[src/rtl/serial_sub.sv]
// Digit-serial subtractor dif = a - b - bin, DIGIT bits/clock LSB first; done STEPS+1 cycles after accept.
// start is honoured only while ready (IDLE); optional zero/ovf flags under SERIAL_SUB_FLAGS_EN.
module serial_sub #(
   parameter int WIDTH = 8,
   parameter int DIGIT = 1
) (
   input  logic             clk,
   input  logic             rst,
   input  logic             start,
   input  logic [WIDTH-1:0] a,
   input  logic [WIDTH-1:0] b,
   input  logic             bin,
   output logic             ready,
   output logic             done,
   output logic [WIDTH-1:0] dif,
   output logic             bout
`ifdef SERIAL_SUB_FLAGS_EN
   ,
   output logic             zero,
   output logic             ovf
`endif
);

   localparam int STEPS = WIDTH / DIGIT;
   localparam int CW    = (STEPS > 1) ? $clog2(STEPS) : 1;

   generate
      if (WIDTH < 1 || DIGIT < 1 || DIGIT > WIDTH || (WIDTH % DIGIT) != 0) begin : g_bad_param
         $error("serial_sub: illegal WIDTH/DIGIT combination");
      end
   endgenerate

   typedef enum logic [1:0] {IDLE, RUN, DONE} state_t;

   state_t           state;
   state_t           state_nx;
   logic [WIDTH-1:0] a_sh;
   logic [WIDTH-1:0] b_sh;
   logic [WIDTH-1:0] res_sh;
   logic [WIDTH-1:0] res_nx;
   logic             brw;
   logic [CW-1:0]    cnt;
   logic [DIGIT:0]   slice;
   logic [DIGIT-1:0] d;
   logic             d_b;
   logic             last;

   // One extra bit on the slice so its MSB is the borrow into the next digit.
   always_comb begin
      slice = {1'b0, a_sh[DIGIT-1:0]} - {1'b0, b_sh[DIGIT-1:0]} - {{DIGIT{1'b0}}, brw};
   end

   assign d      = slice[DIGIT-1:0];
   assign d_b    = slice[DIGIT];
   assign res_nx = (res_sh >> DIGIT) | (WIDTH'(d) << (WIDTH - DIGIT));
   assign last   = (cnt == CW'(STEPS - 1));

`ifdef SERIAL_SUB_FLAGS_EN
   logic msb_brw_in;
   logic ovf_nx;

   // On the last step the slice holds the top digit, so the borrow into the MSB is recoverable here.
   assign msb_brw_in = d[DIGIT-1] ^ a_sh[DIGIT-1] ^ b_sh[DIGIT-1];
   assign ovf_nx     = msb_brw_in ^ d_b;
`endif

   always_ff @(posedge clk) begin
      if (rst) begin
         state <= IDLE;
      end else begin
         state <= state_nx;
      end
   end

   always_comb begin
      state_nx = state;
      case (state)
         IDLE:    if (start) state_nx = RUN;
         RUN:     if (last)  state_nx = DONE;
         DONE:    state_nx = IDLE;
         default: state_nx = IDLE;
      endcase
   end

   always_comb begin
      ready = 1'b0;
      done  = 1'b0;
      case (state)
         IDLE:    ready = 1'b1;
         DONE:    done  = 1'b1;
         default: ;
      endcase
   end

   always_ff @(posedge clk) begin
      if (rst) begin
         a_sh   <= '0;
         b_sh   <= '0;
         res_sh <= '0;
         brw    <= 1'b0;
         cnt    <= '0;
         dif    <= '0;
         bout   <= 1'b0;
`ifdef SERIAL_SUB_FLAGS_EN
         zero   <= 1'b0;
         ovf    <= 1'b0;
`endif
      end else begin
         case (state)
            IDLE: begin
               if (start) begin
                  a_sh   <= a;
                  b_sh   <= b;
                  brw    <= bin;
                  res_sh <= '0;
                  cnt    <= '0;
               end
            end
            RUN: begin
               a_sh   <= a_sh >> DIGIT;
               b_sh   <= b_sh >> DIGIT;
               res_sh <= res_nx;
               brw    <= d_b;
               cnt    <= cnt + 1'b1;
               if (last) begin
                  dif  <= res_nx;
                  bout <= d_b;
`ifdef SERIAL_SUB_FLAGS_EN
                  zero <= (res_nx == '0);
                  ovf  <= ovf_nx;
`endif
               end
            end
            default: ;
         endcase
      end
   end

endmodule

[config.mk]
export PLATFORM = sky130hd
export DESIGN_NAME = serial_sub
export DESIGN_NICKNAME = d
export VERILOG_FILES = /design/src/rtl/serial_sub.sv
export SDC_FILE = /design/constraint.sdc
export NUM_CORES = 1
export LEC_CHECK = 0
export CAP_MARGIN = 40
export CORE_AREA = 2 2 46 90
export CTS_BUF_LIST = sky130_fd_sc_hd__clkbuf_16
export DETAILED_ROUTE_END_ITERATION = 8
export DIE_AREA = 0 0 48 92
export GPL_TIMING_DRIVEN = 0
export PLACE_DENSITY = 0.68
export SETUP_SLACK_MARGIN = 0.02
export SLEW_MARGIN = 20
export SYNTH_ARGS = -nofsm -noshare
export SYNTH_HDL_FRONTEND = slang
export SYNTH_SLANG_ARGS = --single-unit
[constraint.sdc]
create_clock -name clk -period 1.7 [get_ports clk]
set_input_delay 0.17 -clock clk [delete_from_list [all_inputs] [get_ports clk]]
set_output_delay 0.17 -clock clk [all_outputs]
set_load 0.01 [all_outputs]
## Yosys cells after proc, flatten, opt, wreduce, memory -nomap -nowiden

Index checks and enable logic that the tools add are counted.

| storage, ports and cells | value |
|---|---|
| register bits | 39 |
| output and inout bits | 11 |
| word-level logic and storage cells | 37 |

| operators by class | value |
|---|---|
| bitwise operators | 1 |
| add/subtract/negate cells | 3 |
| equal/unequal tests | 5 |
| multiplexer cells | 15 |
| reductions and logical operators | 5 |

Operators by type and width:

| operator | number |
|---|---|
| one-hot mux 8 bit (2 select lines) | 3 |
| two-way mux 8 bit | 3 |
| bitwise OR 7 x 8 -> 8 bit | 1 |
| one-hot mux 3 bit (2 select lines) | 1 |
| AND reduction 2 bit | 3 |
| two-way mux 2 bit | 2 |
| inequality test 2 bit (second input constant) | 2 |
| one-hot mux 2 bit (2 select lines) | 1 |
| adder 3 x 1 -> 3 bit (second input constant) | 1 |
| == test 3 bit (second input constant) | 1 |
| two-way mux 1 bit | 3 |
| two-way mux 3 bit | 1 |
| == test 2 x 1 -> 1 bit (second input constant) | 1 |
| == test 2 bit (second input constant) | 1 |
| zero test 2 bit | 1 |
| one-hot mux 1 bit (2 select lines) | 1 |
| nonzero test 2 bit | 1 |
| subtractor 1 x 1 -> 2 bit | 1 |
| subtractor 2 x 1 -> 2 bit | 1 |

## Logic depth before layout (Yosys ltp)

| logic depth | value |
|---|---|
| depth after elaboration | 4 |
| depth in mapped cells | 6 |
| mapped depth without buffers | 5 |

## Worst setup path before layout

OpenSTA, ideal clock, no wires.

| path | value |
|---|---|
| path kind | register to register |
| from | reg cnt[0] |
| to | reg bout |
| cell stages (with the launch flop) | 7 |
| arrival | 1.284 ns |
| buffers on the path | 1 |
| path slack | 0.289 ns |
| data required time | 1.572 ns |
| path through | dfxtp_1 -> ha_1 -> ha_1 -> clkbuf_1 -> nand3b_2 -> mux2i_1 -> nor2_1 |

| between the ends | value |
|---|---|
| cells in the longest elaborated chain, start to end | 2 |

Ends and longest elaborated chain:

| element | line | RTL |
|---|---|---|
| start, declared | 42 | `logic [CW-1:0] cnt;` |
| start signal, assigned | 124 | `cnt <= cnt + 1'b1;` |
| == test 3 bit | 56 | `assign last = (cnt == CW'(STEPS - 1));` |
| AND reduction 2 bit (no line) | - |  |
| end signal, assigned | 103 | `bout <= 1'b0;` |
| end signal, assigned | 127 | `bout <= d_b;` |
| end, declared | 16 | `output logic bout` |

Every way passes these cells.
A chain may end at the register's enable or synchronous reset.

## Worst setup path in the final report

| path | value |
|---|---|
| from | reg state[1] |
| to | out done |

| between the ends | value |
|---|---|
| cells in the longest elaborated chain, start to end | 2 |

Ends and longest elaborated chain:

| element | line | RTL |
|---|---|---|
| start, declared | 35 | `state_t state;` |
| start signal, assigned | 71 | `state <= state_nx;` |
| == test 2 bit | 88 | `case (state)` |
| two-way mux 1 bit | 88 |  |
| end, declared | 14 | `output logic done,` |

Every way passes these cells.

==> results_dict.tcl <==
set metrics [dict create \
    status "completed" \
    ys_ff_latch 38 \
    n_antenna_cell 0 \
    gp_congestion 0.781 \
    cap_violations 0 \
    finalSetupTns_ns 0 \
    root_buffer "clkbuf_16" \
    final-setup-viol-count 0 \
    p_switching_uw 487 \
    reg2regPathDepth 5 \
    worst_pin_slew_ns 0.727 \
    cpPeakStageDelay_ns 0.54 \
    post_drt_wl_per_cell_um 14.0 \
    slew_viol_final 0 \
    grt_max_degree 12 \
    ff2ff_setup_slack_ns 0.20 \
    stdcell_area_um2 2080 \
    rows 32 \
    grt_usage_pct 18.6 \
    worst_setup_hold_path_clk_slew_ns 0.06 \
    slew_headroom_pct 51.5 \
    yosysWarnings 0 \
    netlist_top_cells_count "dfxtp_1, inv_1, nor2_1" \
    synth_area_um2 1590 \
    synth_flop_cell "dfxtp_1" \
    yosysUniqueCellTypes 23 \
    power_mw 2.07 \
    grt_overflow 0 \
    intPower_mw 1.58 \
    cts_tree "yes" \
    grt_pass1_vias 1301 \
    ys_top_cells_by_area "dfxtp_1, a21oi_2, o221a_1" \
    holdPathStages 3 \
    post-route-drc-count 0 \
    holdWs_ns 0.307 \
    layout-drive-gt1-share_pct 19.2 \
    drtIter0Drc 39 \
    finalCriticalPeriod_ns 1.60 \
    start_util_pct 41.7 \
    placed_cell_area_um2 1940 \
    worstPathArrival_ns 1.43 \
    rsz0062_at_grt "no" \
    synth_edf_count 0 \
    numCtsBuffers 5 \
    pwr-share-comb_pct 11.6 \
    powerDensity_nw_per_um2 995 \
    fill_cells 362 \
    max_clock_freq_mhz 626 \
    cts.path.max_buffers 2 \
    die_w_um 48 \
    insertion_delay_ns 0.28 \
    skew_ns 0.00304 \
    seqPwrFrac_pct 46.2 \
    min_from "rst" \
    swShare_pct 23.5 \
    dr.pass1.iters 4 \
    rr_startpoint "cnt[0]" \
    critPathLaunchType "register" \
    ios 31 \
    vias 1279 \
    hpwlAfterDp_um 2510 \
    critical_path_class "reg2out" \
    die_h_um 92 \
    worstPathMaxFanout 7 \
    placeableCoreArea_um2 3800 \
    die-area_um2 4420 \
    numPortBuffers 29 \
    min_period_over_period_pct 94.0 \
    clock_sinks 38 \
    cp.required_ns 1.53 \
    drt-vias-per-instance 5.14 \
    postRouteAntennaNets 0 \
    layout.nets 220 \
    htreeDepth 2 \
    synth_fp_nets 185 \
    routed_wl_um 3500 \
    path_cells "nor2b_1 > clkdlybuf4s50_1" \
    slowest_stage "clkdlybuf4s50_1" \
    netlist_instances 162 \
    whs_endpoint "a_sh[0]" \
    yosysMostFrequentCell "dfxtp_1" \
    syn2layout_area_growth_pct 31.0 \
    p_clk_share_pct 42.1 \
    grt_pass1_wl_um 5950 \
    p_leak_nw 0.787 \
    hold_viol 0 \
    syn_avg_cell_area_um2 9.80 \
    synth_top_cell_area_share_pct 47.9 \
    async_flop_share_pct 0 \
    ctsHoldBuffers 0 \
    vdd_drop_max_mv 0.702 \
    r2r-end "dif[7]" \
    antenna_found_initial 0 \
    endpoint_kind "output port" \
    hold_path.class "in2reg" \
    yosys.area.top_type "dfxtp_1" \
    ys_seq_area_share_pct 47.9 \
]
-- power by group through the flow --
stage | clock, mW | combinational [mW] | sequential [mW]
floorplan | 0 | 0.160 | 0.969
global placement | 0 | 0.234 | 0.974
detailed placement | 0 | 0.241 | 0.976
CTS | 0.885 | 0.242 | 0.957
global route | 0.926 | 0.267 | 0.961
finish | 0.872 | 0.241 | 0.957
-- what timing repair did --
item                                    4_1_cts  5_1_grt
buffers inserted                              0        0
resized for setup                             0        2
endpoints found under the setup margin        2        2
endpoints found under the hold margin         0        0
-- cell families after synthesis --
group	after synthesis	synth area share, %
fa+ha+maj	3	2.84
simple gates	37	10.6
buf+inv	31	9.61
flops	38	47.9
compound gates	49	26.5
mux	4	2.52
-- area by class of cell --
type / instances / area (µm²) / area share [%]
Inverter: 18 / 67.6 / 3.25
Timing Repair Buffer: 29 / 293 / 14.1
Clock inverter: 3 / 12.5 / 0.601
Tap cell: 51 / 63.8 / 3.07
Buffer: 12 / 81.3 / 3.91
Sequential cell: 38 / 761 / 36.6
Multi-Input combinational cell: 93 / 677 / 32.5
Clock buffer: 5 / 125 / 6.01
-- how the worst max path moves through the flow --
stage	slack [ns]	startpoint	cells past startpoint	end
2_1_floorplan	0.29	cnt[0]	6	bout
3_3_place_gp	0.07	cnt[0]	6	dif[7]
3_5_place_dp	-0.006	cnt[0]	6	dif[7]
4_1_cts	0.07	state[0]	3	ready
5_1_grt	0.04	state[1]	2	done
6_report	0.10	state[1]	2	done
-- routing by layer --
metal	part of all wire, %	wire length, µm	track usage (%)
met5	0	0	0
met4	2.5	89	8.56
met3	4.8	167	4.53
met2	54	1870	31.0
met1	39	1370	20.8
-- cells in the final DEF, fill, tap and decap left out --
| cell type | n |
|---|---|
| o221a_2 | 5 |
| clkbuf_16 | 5 |
| clkinv_2 | 1 |
| a21oi_1 | 9 |
| nand3b_2 | 1 |
| ha_2 | 1 |
| nand2_1 | 7 |
| nor2_2 | 2 |
| a22oi_1 | 9 |
| mux2i_1 | 4 |
| nand2_2 | 1 |
| o221a_1 | 10 |
| fa_1 | 1 |
| a21oi_2 | 13 |
| dlymetal6s2s_1 | 1 |
| nor3_1 | 1 |
| clkinv_1 | 1 |
| a32oi_1 | 2 |
| o21bai_1 | 1 |
| inv_1 | 19 |
| buf_2 | 5 |
| dfxtp_1 | 38 |
| nand3_1 | 7 |
| buf_6 | 4 |
| ha_1 | 1 |
| nor2_1 | 16 |
| nor2b_1 | 2 |
| clkdlybuf4s50_1 | 28 |
| clkbuf_1 | 3 |
-- registers in the layout, summed over array words and instances, names as in the netlist --
signal and count:
res_sh 7, state 2, dif 8, cnt 3
b_sh 8, bout 1, brw 1, a_sh 8
-- worst max-delay path: cells and delay by family, from the launching register on --
kind	cells	cell delay, ns
buf+inv	1	0.54
simple gates	1	0.16
flops	1	0.44
-- through the flow --
stage	std cells	utilization (%)	setup slack, ns
after floorplan	162	-	0.289
after global placement	242	51.1	0.0650
after global routing	249	54.7	0.0377
after detailed placement	242	51.1	-0.00641
final	249	54.7	0.101
after CTS	249	54.6	0.0706
No activity file was read; power rests on OpenSTA's default activity.
